`src/rtl/fft_frame_serializer.sv`:
```
// Serializes an 8-word parallel FFT frame onto a valid/ready stream,
// optionally in 3-bit bit-reversed index order, with overrun and frame count.
//
// Ports:
//   clk_i, rst_i      clock, synchronous active-high reset
//   frame_i[0:7]      parallel frame words, captured on a frame_valid_i rise
//   frame_valid_i     level; a low-to-high transition marks a new frame
//   m_data_o          serial word (registered buffer, decoded by beat)
//   m_valid_o         word valid
//   m_ready_i         downstream accept
//   m_last_o          eighth word of the frame
//   m_index_o         frame index of the word on m_data_o
//   busy_o            frame in progress
//   overrun_o         sticky: a frame arrived while busy and was dropped
//   frames_o          count of fully emitted frames (wraps)
module fft_frame_serializer #(
  parameter int DATA_WIDTH  = 50,
  parameter bit BIT_REVERSE = 1'b1
) (
  input  logic                  clk_i,
  input  logic                  rst_i,
  input  logic [DATA_WIDTH-1:0] frame_i [0:7],
  input  logic                  frame_valid_i,
  output logic [DATA_WIDTH-1:0] m_data_o,
  output logic                  m_valid_o,
  input  logic                  m_ready_i,
  output logic                  m_last_o,
  output logic [2:0]            m_index_o,
  output logic                  busy_o,
  output logic                  overrun_o,
  output logic [15:0]           frames_o
);

  typedef enum logic {
    IDLE,
    SEND
  } state_t;

  state_t state, state_nxt;

  logic [2:0]            beat, beat_nxt;
  logic [2:0]            addr;
  logic                  prev;
  logic                  rise;
  logic                  capture;
  logic                  ovr_set;
  logic                  frame_done;
  logic [DATA_WIDTH-1:0] buffer [0:7];

  assign rise = frame_valid_i & ~prev;
  assign addr = BIT_REVERSE ? {beat[0], beat[1], beat[2]} : beat;

  always_comb begin
    state_nxt  = state;
    beat_nxt   = beat;
    capture    = 1'b0;
    ovr_set    = 1'b0;
    frame_done = 1'b0;
    unique case (state)
      IDLE: begin
        if (rise) begin
          capture   = 1'b1;
          beat_nxt  = 3'd0;
          state_nxt = SEND;
        end
      end
      SEND: begin
        if (m_ready_i && beat == 3'd7) begin
          frame_done = 1'b1;
          beat_nxt   = 3'd0;
          // A rise on the closing transfer chains straight into the next frame.
          if (rise) capture = 1'b1;
          else state_nxt = IDLE;
        end else begin
          if (m_ready_i) beat_nxt = beat + 3'd1;
          ovr_set = rise;
        end
      end
      default: state_nxt = IDLE;
    endcase
  end

  always_ff @(posedge clk_i) begin
    if (rst_i) begin
      state     <= IDLE;
      beat      <= 3'd0;
      prev      <= 1'b0;
      overrun_o <= 1'b0;
      frames_o  <= 16'd0;
    end else begin
      state <= state_nxt;
      beat  <= beat_nxt;
      prev  <= frame_valid_i;
      if (ovr_set) overrun_o <= 1'b1;
      if (frame_done) frames_o <= frames_o + 16'd1;
    end
  end

  // Buffer needs no reset: it is only visible once a frame is captured.
  always_ff @(posedge clk_i) begin
    if (capture) begin
      for (int k = 0; k < 8; k++) buffer[k] <= frame_i[k];
    end
  end

  assign busy_o    = (state == SEND);
  assign m_valid_o = busy_o;
  assign m_last_o  = busy_o && (beat == 3'd7);
  assign m_index_o = busy_o ? addr : 3'd0;
  assign m_data_o  = busy_o ? buffer[addr] : '0;

endmodule
```
`config.mk`:
```
export PLATFORM = sky130hd
export DESIGN_NAME = fft_frame_serializer
export DESIGN_NICKNAME = d
export VERILOG_FILES = /design/src/rtl/fft_frame_serializer.sv
export SDC_FILE = /design/constraint.sdc
export NUM_CORES = 1
export LEC_CHECK = 0
export CORE_AREA = 5 5 181 183
export CTS_CLUSTER_DIAMETER = 150
export CTS_CLUSTER_SIZE = 24
export DETAILED_ROUTE_END_ITERATION = 6
export DIE_AREA = 0 0 186 188
export DONT_BUFFER_PORTS = 1
export PLACE_DENSITY_LB_ADDON = 0.1
export SYNTH_ARGS = -nofsm -noshare
export SYNTH_HDL_FRONTEND = slang
export SYNTH_SLANG_ARGS = --single-unit
```
`constraint.sdc`:
```
create_clock -name clk_i -period 58 [get_ports clk_i]
set_clock_uncertainty 0.15 [all_clocks]
set_input_delay 8.7 -clock clk_i [delete_from_list [all_inputs] [get_ports clk_i]]
set_output_delay 8.7 -clock clk_i [all_outputs]
set_load 0.1 [all_outputs]
```
==> impl_metrics.env <==
export IMPL_fillers=2327
export IMPL_core_area_um2=31070
export IMPL_syn_area_um2=16270
export IMPL_drtAntennaViolNets=0
export IMPL_rsz0062_at_grt="false"
export IMPL_yosys_warnings=0
export IMPL_die_h_um=188
export IMPL_syn_to_final_growth_pct=7.223
export IMPL_post_cts_setup_buffers=0
export IMPL_tns_ns=0
export IMPL_wl_met1_um=11650
export IMPL_track_usage_pct=19.85
export IMPL_gp_congestion=0.8955
export IMPL_post_route_period_util_pct=22.42
export IMPL_place_detailed_hpwl_um=25790
export IMPL_totalWireLength_um=35870
export IMPL_top_layer_used="met5"
export IMPL_final_cells=1167
export IMPL_cts_htree_levels=1
export IMPL_drcViolationCount=0
export IMPL_ys_ff_latch=425
export IMPL_grt_max_degree=221
export IMPL_final_common_cell="edfxtp_1"
export IMPL_clockRootBuffer="clkbuf_16"
export IMPL_critPathKind="reg2out"
export IMPL_finalPower_w=0.0005551
export IMPL_synth_area_per_cell_um2=21.77
export IMPL_relSlewSlack_pct=6.322
export IMPL_ir_drop_uv=29.67
export IMPL_initial_core_util_pct=52.36
export IMPL_clk_pin_slew_worst_paths_ns=0.10
export IMPL_async_flop_share_pct=0
export IMPL_finalCriticalPeriod_ns=13.01
export IMPL_dp_cells=1119
export IMPL_drtIter0Drc=508
export IMPL_synth_yosys_seq_area_share_pct=76.92
export IMPL_slew_viol_final=0
export IMPL_multi_input_area_um2=3716
export IMPL_tightestPinTransition_ns=1.405
export IMPL_fin_ws_ns=44.99
export IMPL_crit_arrival_ns=4.16
export IMPL_p_per_area_nw_per_um2=31.83
export IMPL_hold_path_class="reg2reg"
export IMPL_crit_fanout=40
export IMPL_crit_path_end_kind="output port"
export IMPL_startpoint_type="register"
export IMPL_final_cell_mix="edfxtp_1 (400), mux4_2 (100), mux2i_1 (51)"
export IMPL_io_buffers=0
export IMPL_wl_met3_um=3529
export IMPL_power_leakage_nw=5.233
export IMPL_drive_gt1_share_pct=25.03
export IMPL_finalSetupViolCount=0
export IMPL_cts_buffers=21
export IMPL_maxCapViolCount=0
export IMPL_insertion_delay_ns=0.53
export IMPL_drt_pass1_iterations=5
export IMPL_regArea_um2=12530
export IMPL_syn_nets=1154
export IMPL_cts_resized=0
export IMPL_synth_edff_count=400
export IMPL_synth_cell_type_count=33
export IMPL_pre_cts_slack_ns=45.42
export IMPL_vias_per_cell=6.081
export IMPL_grt_pass1_vias=7678
export IMPL_synthTopCellsByArea="edfxtp_1 (74%), mux4_2 (14%), mux2i_1 (3.1%), dfxtp_1 (3.1%), nor2b_1 (2.0%)"
export IMPL_outcome="finished, final reports clean"
export IMPL_die_w_um=186
export IMPL_max_freq_mhz=76.89
export IMPL_hold_buffers=0
export IMPL_grt_ovfl_total=0
export IMPL_synth_top_area_share_pct=73.85
export IMPL_finalHoldViolCount=0
export IMPL_cts_buffer_depth=3
export IMPL_cts_tree="done"
export IMPL_synthesis_instances=747
export IMPL_antenna_found_initial=29
export IMPL_synth_flop_cell="edfxtp_1"
export IMPL_die_area_um2=34970
export IMPL_wl_per_cell_um=30.74
export IMPL_nets=1147
export IMPL_dr_total_vias=7096
export IMPL_cp_required_ns=49.15
export IMPL_dr_wl_met2_um=19750
export IMPL_rows=65
export IMPL_cts_sinks=425
export IMPL_grt_pass1_wl_um=50780
export IMPL_yosys_area_top_type="edfxtp_1"
export IMPL_io_pins=477
logic make-up after synthesis:
kind of cell | count (synthesis) | share of synthesized area, %
DFF | 425 | 76.92
adders and majority gates | 3 | 0.2308
xor gates and xnor gates | 10 | 0.5385
AOI/OAI and AO/OA | 17 | 0.6308
buffers and inverters | 40 | 1.046
muxes | 151 | 16.98
and+or+nand+nor | 101 | 3.646
synthesized netlist by cell type, types with 3 or more instances:
library cell,count
edfxtp_1,400
mux4_2,100
mux2i_1,51
nor2b_1,51
dfxtp_1,25
clkbuf_1,20
nor2_1,18
buf_2,10
xor2_1,9
nand4_1,8
a21oi_1,7
buf_1,6
and2_1,5
nand3_1,5
ha_1,3
o21ai_0,3
or3_1,3
power breakdown:
| part | switching, W | internal (W) | total, W |
|---|---|---|---|
| sequential | 0.00000613 | 0.000355 | 0.000361 |
| combinational | 0.0000289 | 0.00000920 | 0.0000381 |
| clock | 0.0000880 | 0.0000675 | 0.000156 |
| total | 0.000123 | 0.000432 | 0.000555 |
registers in the layout, summed over array words and instances (netlist names), named ones only:
name and cells:
buffer 400, frames_o 16, beat 3, busy_o 1, overrun_o 1, prev 1
per-stage QoR:
step / cell area (um2) / utilization [%] / hold slack (ns)
after floorplan: 16270 / - / 0.3446
after global placement: 16830 / 54.16 / 0.3794
after detailed placement: 16830 / 54.16 / 0.3870
after CTS: 17400 / 55.99 / 0.4148
after global routing: 17430 / 56.11 / 0.4530
final: 17440 / 56.14 / 0.4138
final timing paths:
check,startpoint,end,slack (ns),cells past startpoint
max,register,m_data_o[36],44.99,5
min,beat[0]$_SDFFE_PP0P_,beat[0]$_SDFFE_PP0P_,0.41,2
max reg2reg,busy_o$_SDFF_PP0_,buffer[0][4]$_DFFE_PP_,53.35,5
min reg2reg,beat[0]$_SDFFE_PP0P_,beat[0]$_SDFFE_PP0P_,0.41,2
area by class of cell:
cell class	count	area share, %
Multi-Input combinational cell	282	21.31
Tap cell	402	2.884
Clock buffer	28	3.164
Inverter	2	0.04304
Clock inverter	2	0.1004
Timing Repair Buffer	8	0.4161
Antenna cell	18	0.2583
Sequential cell	425	71.83
routing by layer:
| layer | up-vias | global-route usage, % |
|---|---|---|
| met5 | - | 0 |
| met4 | 24 | 5.970 |
| met3 | 60 | 7.449 |
| met2 | 324 | 35.14 |
| met1 | 3641 | 22.25 |
| li1 | 3047 | - |
critical path, stage by stage, from the launching register on:
cell     delay (ns)
dfxtp_4        0.72
buf_4          0.68
buf_4          0.75
mux4_2         0.36
mux2i_1        0.08
nor2b_2        0.95
Note: power is estimated with default switching activity, not from simulation.
